File: config.mk
export PLATFORM = sky130hd
export DESIGN_NAME = multicycle_ctrl
export DESIGN_NICKNAME = d
export VERILOG_FILES = /design/src/rtl/multicycle_ctrl.sv
export SDC_FILE = /design/constraint.sdc
export NUM_CORES = 1
export LEC_CHECK = 0
export CAP_MARGIN = 20
export CORE_MARGIN = 2
export CORE_UTILIZATION = 48
export CTS_CLUSTER_SIZE = 20
export DETAILED_ROUTE_END_ITERATION = 12
export PLACE_DENSITY = 0.83
export SYNTH_ARGS = -nofsm -noshare
export SYNTH_HDL_FRONTEND = slang
export SYNTH_SLANG_ARGS = --single-unit
File: constraint.sdc
create_clock -name clock -period 3.9 [get_ports clock]
set_input_delay 1.17 -clock clock [delete_from_list [all_inputs] [get_ports clock]]
set_output_delay 1.17 -clock clock [all_outputs]
set_load 0.005 [all_outputs]
File: src/rtl/multicycle_ctrl.sv
`default_nettype none
// +----------------------------------------------------------------------------+
// | Module      : multicycle_ctrl                                              |
// | Description : Multi-cycle control FSM for the 16-bit CPU datapath, with a  |
// |               bounded memory-wait counter. Optional illegal-opcode trap    |
// |               enabled by `define MULTICYCLE_CTRL_ILLEGAL_TRAP_EN.          |
// | Revision    : 1.0 - initial release                                        |
// +----------------------------------------------------------------------------+
module multicycle_ctrl #(
  parameter int unsigned OPW         = 4,
  parameter int unsigned MEM_TIMEOUT = 15
) (
  input  logic           clock,
  input  logic           reset,
  input  logic [OPW-1:0] opcode,
  input  logic           zero,
  input  logic           mem_ready,
  output logic           mem_req,
  output logic           mem_we,
  output logic           iord,
  output logic           ir_write,
  output logic           pc_write,
  output logic [1:0]     pc_src,
  output logic           alusrc_a,
  output logic [1:0]     alusrc_b,
  output logic [2:0]     alu_op,
  output logic           regwrite,
  output logic           regdst,
  output logic           memtoreg,
  output logic [2:0]     state,
  output logic           mem_err,
  output logic           illegal
);

  localparam logic [2:0] S_FETCH  = 3'd0;
  localparam logic [2:0] S_DECODE = 3'd1;
  localparam logic [2:0] S_EXEC   = 3'd2;
  localparam logic [2:0] S_MEM    = 3'd3;
  localparam logic [2:0] S_WB     = 3'd4;
  localparam logic [2:0] S_HALT   = 3'd5;

  localparam logic [OPW-1:0] OP_ADD  = OPW'(4'h0);
  localparam logic [OPW-1:0] OP_SUB  = OPW'(4'h1);
  localparam logic [OPW-1:0] OP_AND  = OPW'(4'h2);
  localparam logic [OPW-1:0] OP_OR   = OPW'(4'h3);
  localparam logic [OPW-1:0] OP_SLT  = OPW'(4'h4);
  localparam logic [OPW-1:0] OP_ADDI = OPW'(4'h5);
  localparam logic [OPW-1:0] OP_LW   = OPW'(4'h6);
  localparam logic [OPW-1:0] OP_SW   = OPW'(4'h7);
  localparam logic [OPW-1:0] OP_BEQ  = OPW'(4'h8);
  localparam logic [OPW-1:0] OP_BNE  = OPW'(4'h9);
  localparam logic [OPW-1:0] OP_HALT = OPW'(4'hF);

  localparam logic [2:0] ALU_AND = 3'b000;
  localparam logic [2:0] ALU_OR  = 3'b001;
  localparam logic [2:0] ALU_ADD = 3'b010;
  localparam logic [2:0] ALU_SUB = 3'b110;
  localparam logic [2:0] ALU_SLT = 3'b111;

  localparam int unsigned CW = (MEM_TIMEOUT > 1) ? $clog2(MEM_TIMEOUT + 1) : 1;
  // Value of the counter during the last wait cycle the memory is allowed.
  localparam logic [CW-1:0] TMO_LAST = (MEM_TIMEOUT == 0) ? '0 : CW'(MEM_TIMEOUT - 1);

  logic [2:0]    state_q, state_d;
  logic [CW-1:0] wait_cnt_q, wait_cnt_d;
  logic          mem_err_q, mem_err_d;
  logic          illegal_q, illegal_d;

  logic is_rtype, is_legal, waiting, timeout_hit;

  always_comb begin
    is_rtype = (opcode == OP_ADD) || (opcode == OP_SUB) || (opcode == OP_AND) ||
               (opcode == OP_OR)  || (opcode == OP_SLT);
    is_legal = is_rtype || (opcode == OP_ADDI) || (opcode == OP_LW) ||
               (opcode == OP_SW) || (opcode == OP_BEQ) || (opcode == OP_BNE) ||
               (opcode == OP_HALT);
    waiting     = ((state_q == S_FETCH) || (state_q == S_MEM)) && !mem_ready;
    timeout_hit = (MEM_TIMEOUT != 0) && waiting && (wait_cnt_q == TMO_LAST);
  end

  always_comb begin
    state_d   = state_q;
    mem_err_d = mem_err_q;
    illegal_d = illegal_q;
    mem_req   = 1'b0;
    mem_we    = 1'b0;
    iord      = 1'b0;
    ir_write  = 1'b0;
    pc_write  = 1'b0;
    pc_src    = 2'b00;
    alusrc_a  = 1'b0;
    alusrc_b  = 2'b00;
    alu_op    = ALU_AND;
    regwrite  = 1'b0;
    regdst    = 1'b0;
    memtoreg  = 1'b0;

    case (state_q)
      S_FETCH: begin
        mem_req  = 1'b1;
        alusrc_b = 2'b01;
        alu_op   = ALU_ADD;
        if (mem_ready) begin
          ir_write = 1'b1;
          pc_write = 1'b1;
          state_d  = S_DECODE;
        end else if (timeout_hit) begin
          state_d   = S_HALT;
          mem_err_d = 1'b1;
        end
      end

      S_DECODE: begin
        alusrc_b = 2'b11;
        alu_op   = ALU_ADD;
        if (opcode == OP_HALT) begin
          state_d = S_HALT;
        end else if (!is_legal) begin
`ifdef MULTICYCLE_CTRL_ILLEGAL_TRAP_EN
          state_d   = S_HALT;
          illegal_d = 1'b1;
`else
          state_d   = S_FETCH;
`endif
        end else begin
          state_d = S_EXEC;
        end
      end

      S_EXEC: begin
        alusrc_a = 1'b1;
        if (is_rtype) begin
          alusrc_b = 2'b00;
          case (opcode)
            OP_SUB:  alu_op = ALU_SUB;
            OP_AND:  alu_op = ALU_AND;
            OP_OR:   alu_op = ALU_OR;
            OP_SLT:  alu_op = ALU_SLT;
            default: alu_op = ALU_ADD;
          endcase
          state_d = S_WB;
        end else if ((opcode == OP_BEQ) || (opcode == OP_BNE)) begin
          alusrc_b = 2'b00;
          alu_op   = ALU_SUB;
          pc_src   = 2'b01;
          pc_write = (opcode == OP_BEQ) ? zero : !zero;
          state_d  = S_FETCH;
        end else begin
          alusrc_b = 2'b10;
          alu_op   = ALU_ADD;
          state_d  = (opcode == OP_ADDI) ? S_WB : S_MEM;
        end
      end

      S_MEM: begin
        mem_req = 1'b1;
        iord    = 1'b1;
        mem_we  = (opcode == OP_SW);
        if (mem_ready) begin
          state_d = (opcode == OP_LW) ? S_WB : S_FETCH;
        end else if (timeout_hit) begin
          state_d   = S_HALT;
          mem_err_d = 1'b1;
        end
      end

      S_WB: begin
        regwrite = 1'b1;
        regdst   = is_rtype;
        memtoreg = (opcode == OP_LW);
        state_d  = S_FETCH;
      end

      default: state_d = S_HALT;
    endcase

    // Each new memory access gets a fresh wait budget.
    if ((state_d != state_q) && ((state_d == S_FETCH) || (state_d == S_MEM))) begin
      wait_cnt_d = '0;
    end else if (waiting) begin
      wait_cnt_d = wait_cnt_q + 1'b1;
    end else begin
      wait_cnt_d = wait_cnt_q;
    end

    if (reset) begin
      mem_req  = 1'b0;
      mem_we   = 1'b0;
      iord     = 1'b0;
      ir_write = 1'b0;
      pc_write = 1'b0;
      pc_src   = 2'b00;
      alusrc_a = 1'b0;
      alusrc_b = 2'b00;
      alu_op   = 3'b000;
      regwrite = 1'b0;
      regdst   = 1'b0;
      memtoreg = 1'b0;
    end
  end

  always_ff @(posedge clock or posedge reset) begin
    if (reset) begin
      state_q    <= S_FETCH;
      wait_cnt_q <= '0;
      mem_err_q  <= 1'b0;
    end else begin
      state_q    <= state_d;
      wait_cnt_q <= wait_cnt_d;
      mem_err_q  <= mem_err_d;
    end
  end

`ifdef MULTICYCLE_CTRL_ILLEGAL_TRAP_EN
  always_ff @(posedge clock or posedge reset) begin
    if (reset) begin
      illegal_q <= 1'b0;
    end else begin
      illegal_q <= illegal_d;
    end
  end
  assign illegal = illegal_q;
`else
  assign illegal_q = 1'b0;
  assign illegal   = 1'b0;
`endif

  assign state   = state_q;
  assign mem_err = mem_err_q;

endmodule
`default_nettype wire

==> results.cfg <==
[floorplanning]
initial_utilization_pct = 50.7
die_y_um = 46.7
num_rows = 15
coreArea_um2 = 1730
die-area_um2 = 2180
io_pins = 29
die_w_um = 46.7

[status]
status = finished clean

[critical_path]
crit_fanout = 3
startpoint_type = input pin
crit_top_cell = clkdlybuf4s50_1
r2r_slack_ns = 2.15
critPathMaxStageDelay_ns = 0.51
crit_arrival_ns = 2.72
end_kind = output pin
critPathKind = in2out
worst_r2r_endpoint = wait_cnt_q[3]
critical_path_required_ns = 2.73
endpoint = mem_we
crit_cells = 5
r2r_cells = 4
path_cells = clkdlybuf4s50_1, nor2_2, and3_1, and4bb_2, clkdlybuf4s50_1
crit_buf_inv = 2
critPathSlowestCell = clkdlybuf4s50_1
worstReg2RegStart = state[1]
cp_top_family = buffers and inverters
startpoint = reset

[detailed_routing]
postRouteAntennaNets = 0
drc_errors = 0
drt_iter0_markers = 15
first_pass_iters = 4
wl_per_cell_um = 13.4
wl_mm = 2.22
via_per_inst = 5.23
vias = 863

[clock_tree]
clock_path_buffers = 2
cts_made_buffers = 3
ctsHoldBuffers = 0
clk_latency_ns = 0.25
cts-root-buf = clkbuf_4
post_cts_buffers = 0
cts_tree = yes
htree_levels = 1
cts.sinks = 8
clkTransAtPathRegs_ns = 0.05

[place]
hpwl_mm = 1.79
place.port_buffers = 26
dp.cells = 162
placed_cell_area_um2 = 1170
place_congestion = 0.906

[yosys]
avgSynthCellArea_um2 = 7.95
syn_inst = 110
yosysSeqAreaShare_pct = 22.9
ys_warn_count = 0
yosysUniqueCellTypes = 37
synth_seq_cells = 8
syn_area_um2 = 875

[sta]
hold_violations = 0
fin_crit_ns = 3.89
worstMarginPinSlew_ns = 0.684
clock_skew_ns = 0.00132
report.final.slew_viol_count = 0
max-slew-margin-rel_pct = 54.4
timing.final.crit_share_pct = 99.7
max_freq_mhz = 257
rsz0062_at_grt = yes
final-setup-viol-count = 0

[cells_and_area]
antenna_cells = 0
fin_cells = 165
finalInstanceArea_um2 = 1190
n_fill_cell = 153
fin_nets = 152
area_growth_pct = 36.5
drive_gt1_share_pct = 18.6

[worst_hold_path]
hold_path_class = reg2reg

[power]
ir_drop_mv = 0.422
power_mw = 0.609
p_per_area_nw_per_um2 = 510
p_leak_nw = 0.538

[grt]
antenna_found_initial = 0
grt_pass1_wl_mm = 3.59
grt_use_total_pct = 23.4
grt-ovfl-total = 0
grt_max_degree = 20
grt_pass1_vias = 828

[flow_run]
cap_viol_max_count = 0
==> through the flow <==
stage                     util, %  hold slack [ns]  setup TNS [ns]  worst slack (ns)
after detailed placement     67.6            0.470          -0.161           -0.0877
after global routing         69.1            0.511         -0.0364           -0.0364
after CTS                    68.8            0.490        -0.00840          -0.00840
final                        69.1            0.493               0            0.0135
after floorplan                 -            0.458               0             0.879
after global placement       67.6            0.451         -0.0983           -0.0662
==> final cells by class <==
class | instances | area (um^2) | area share [%]
well taps | 25 | 31.3 | 2.62
repair buffers | 37 | 339 | 28.4
flip-flops and latches | 8 | 200 | 16.8
clock buffers | 3 | 22.5 | 1.89
inverters | 7 | 26.3 | 2.20
multi-input cells | 85 | 574 | 48.1
==> registers in the layout, summed over array words and instances (netlist names) <==
register	cells
mem_err	1
state	3
wait_cnt_q	4
==> logic make-up (layout without fill, tap and decap cells) <==
| group | Yosys count | in the layout | synth area share (%) |
|---|---|---|---|
| simple gates | 53 | 53 | 36.2 |
| other cells | 1 | 2 | 0.429 |
| fa+ha+maj | 2 | 2 | 2.86 |
| xor+xnor | 6 | 6 | 8.16 |
| buf+inv | 18 | 47 | 12.7 |
| flops | 8 | 8 | 22.9 |
| compound gates | 22 | 22 | 16.7 |
==> worst reg2reg max path: cells and delay by family, from the launching register on <==
| family | cells | cell delay (ns) |
|---|---|---|
| AO/OA/AOI/OAI | 1 | 0.11 |
| AND/OR/NAND/NOR | 2 | 0.44 |
| flip-flops | 1 | 0.78 |
| XOR/XNOR | 1 | 0.29 |
==> synthesized netlist by cell type <==
master / n / share of area, %
a211o_1: 1 / 1.0
a211o_2: 1 / 1.1
nor2_2: 1 / 0.72
a31oi_1: 1 / 0.72
a41oi_1: 1 / 1.0
nor4_4: 1 / 2.4
o221ai_1: 1 / 1.0
a21oi_1: 12 / 6.9
buf_6: 3 / 3.9
ha_1: 2 / 2.9
or3b_4: 1 / 1.3
or3_1: 1 / 0.72
conb_1: 1 / 0.43
nand2_1: 6 / 2.6
nor3b_1: 1 / 0.86
nand2b_1: 5 / 3.6
nor3_2: 3 / 3.4
o21ai_0: 3 / 1.7
and4bb_2: 1 / 1.4
inv_1: 7 / 3.0
nor4_1: 2 / 1.4
and3_1: 4 / 2.9
clkbuf_1: 1 / 0.43
nor2_1: 11 / 4.7
xor2_4: 1 / 3.1
buf_2: 2 / 1.1
nand4_1: 2 / 1.4
or2_1: 3 / 2.1
nand3_1: 3 / 1.7
a21o_1: 1 / 0.86
dfrtp_1: 8 / 23
xnor2_1: 3 / 3.0
nor2b_1: 2 / 1.4
buf_4: 5 / 4.3
o31ai_4: 1 / 2.4
xor2_1: 2 / 2.0
nor3_1: 6 / 3.4
==> timing repair <==
action	CTS	global route
cloned	0	0
endpoints found under the hold margin	0	0
pin swaps	0	0
endpoints found under the setup margin	8	5
resized for setup	6	2
==> worst min-delay path by stage <==
stage,end,depth (start not counted),from,slack [ns]
after floorplan,mem_err,1,mem_err,0.46
after global placement,mem_err,1,mem_err,0.45
after detailed placement,mem_err,1,mem_err,0.47
after CTS,mem_err,1,mem_err,0.49
after global routing,mem_err,1,mem_err,0.51
final,mem_err,1,mem_err,0.49
==> layer usage <==
| metal | part of all wire [%] | vias up | global-route usage, % | wire length, um |
|---|---|---|---|---|
| met5 | 0 | - | 0 | 0 |
| met4 | 0 | 0 | 8.33 | 0 |
| met3 | 5.6 | 0 | 3.14 | 124 |
| met2 | 52 | 30 | 41.1 | 1140 |
| met1 | 43 | 399 | 28.8 | 950 |
| li1 | - | 434 | - | - |
==> cell usage in the layout, fill, tap and decap left out, types with 2 or more instances in the layout <==
cell type and n:
clkdlybuf4s50_1 20, a21oi_1 12, buf_4 11, nor2_1 10
dfrtp_1 8, inv_1 7, nand2_1 6, nor3_1 6
nand2b_1 5, dlygate4sd2_1 5, and3_1 4, nand3_1 3
or2_1 3, nor3_2 3, xnor2_1 3, o21ai_0 3
clkbuf_4 3, nand4_1 2, nor4_1 2, nor2_2 2
nor2b_1 2, xor2_1 2, ha_1 2, conb_1 2
==> where the power goes <==
| group | total [mW] | leakage [nW] | internal [mW] | switching (mW) |
|---|---|---|---|---|
| Combinational | 0.377 | 0.421 | 0.192 | 0.185 |
| Sequential | 0.172 | 0.103 | 0.108 | 0.0634 |
| Clock | 0.0600 | 0.0138 | 0.0350 | 0.0250 |
| Total | 0.609 | 0.538 | 0.335 | 0.273 |
Note: power is estimated with default switching activity, not from simulation.
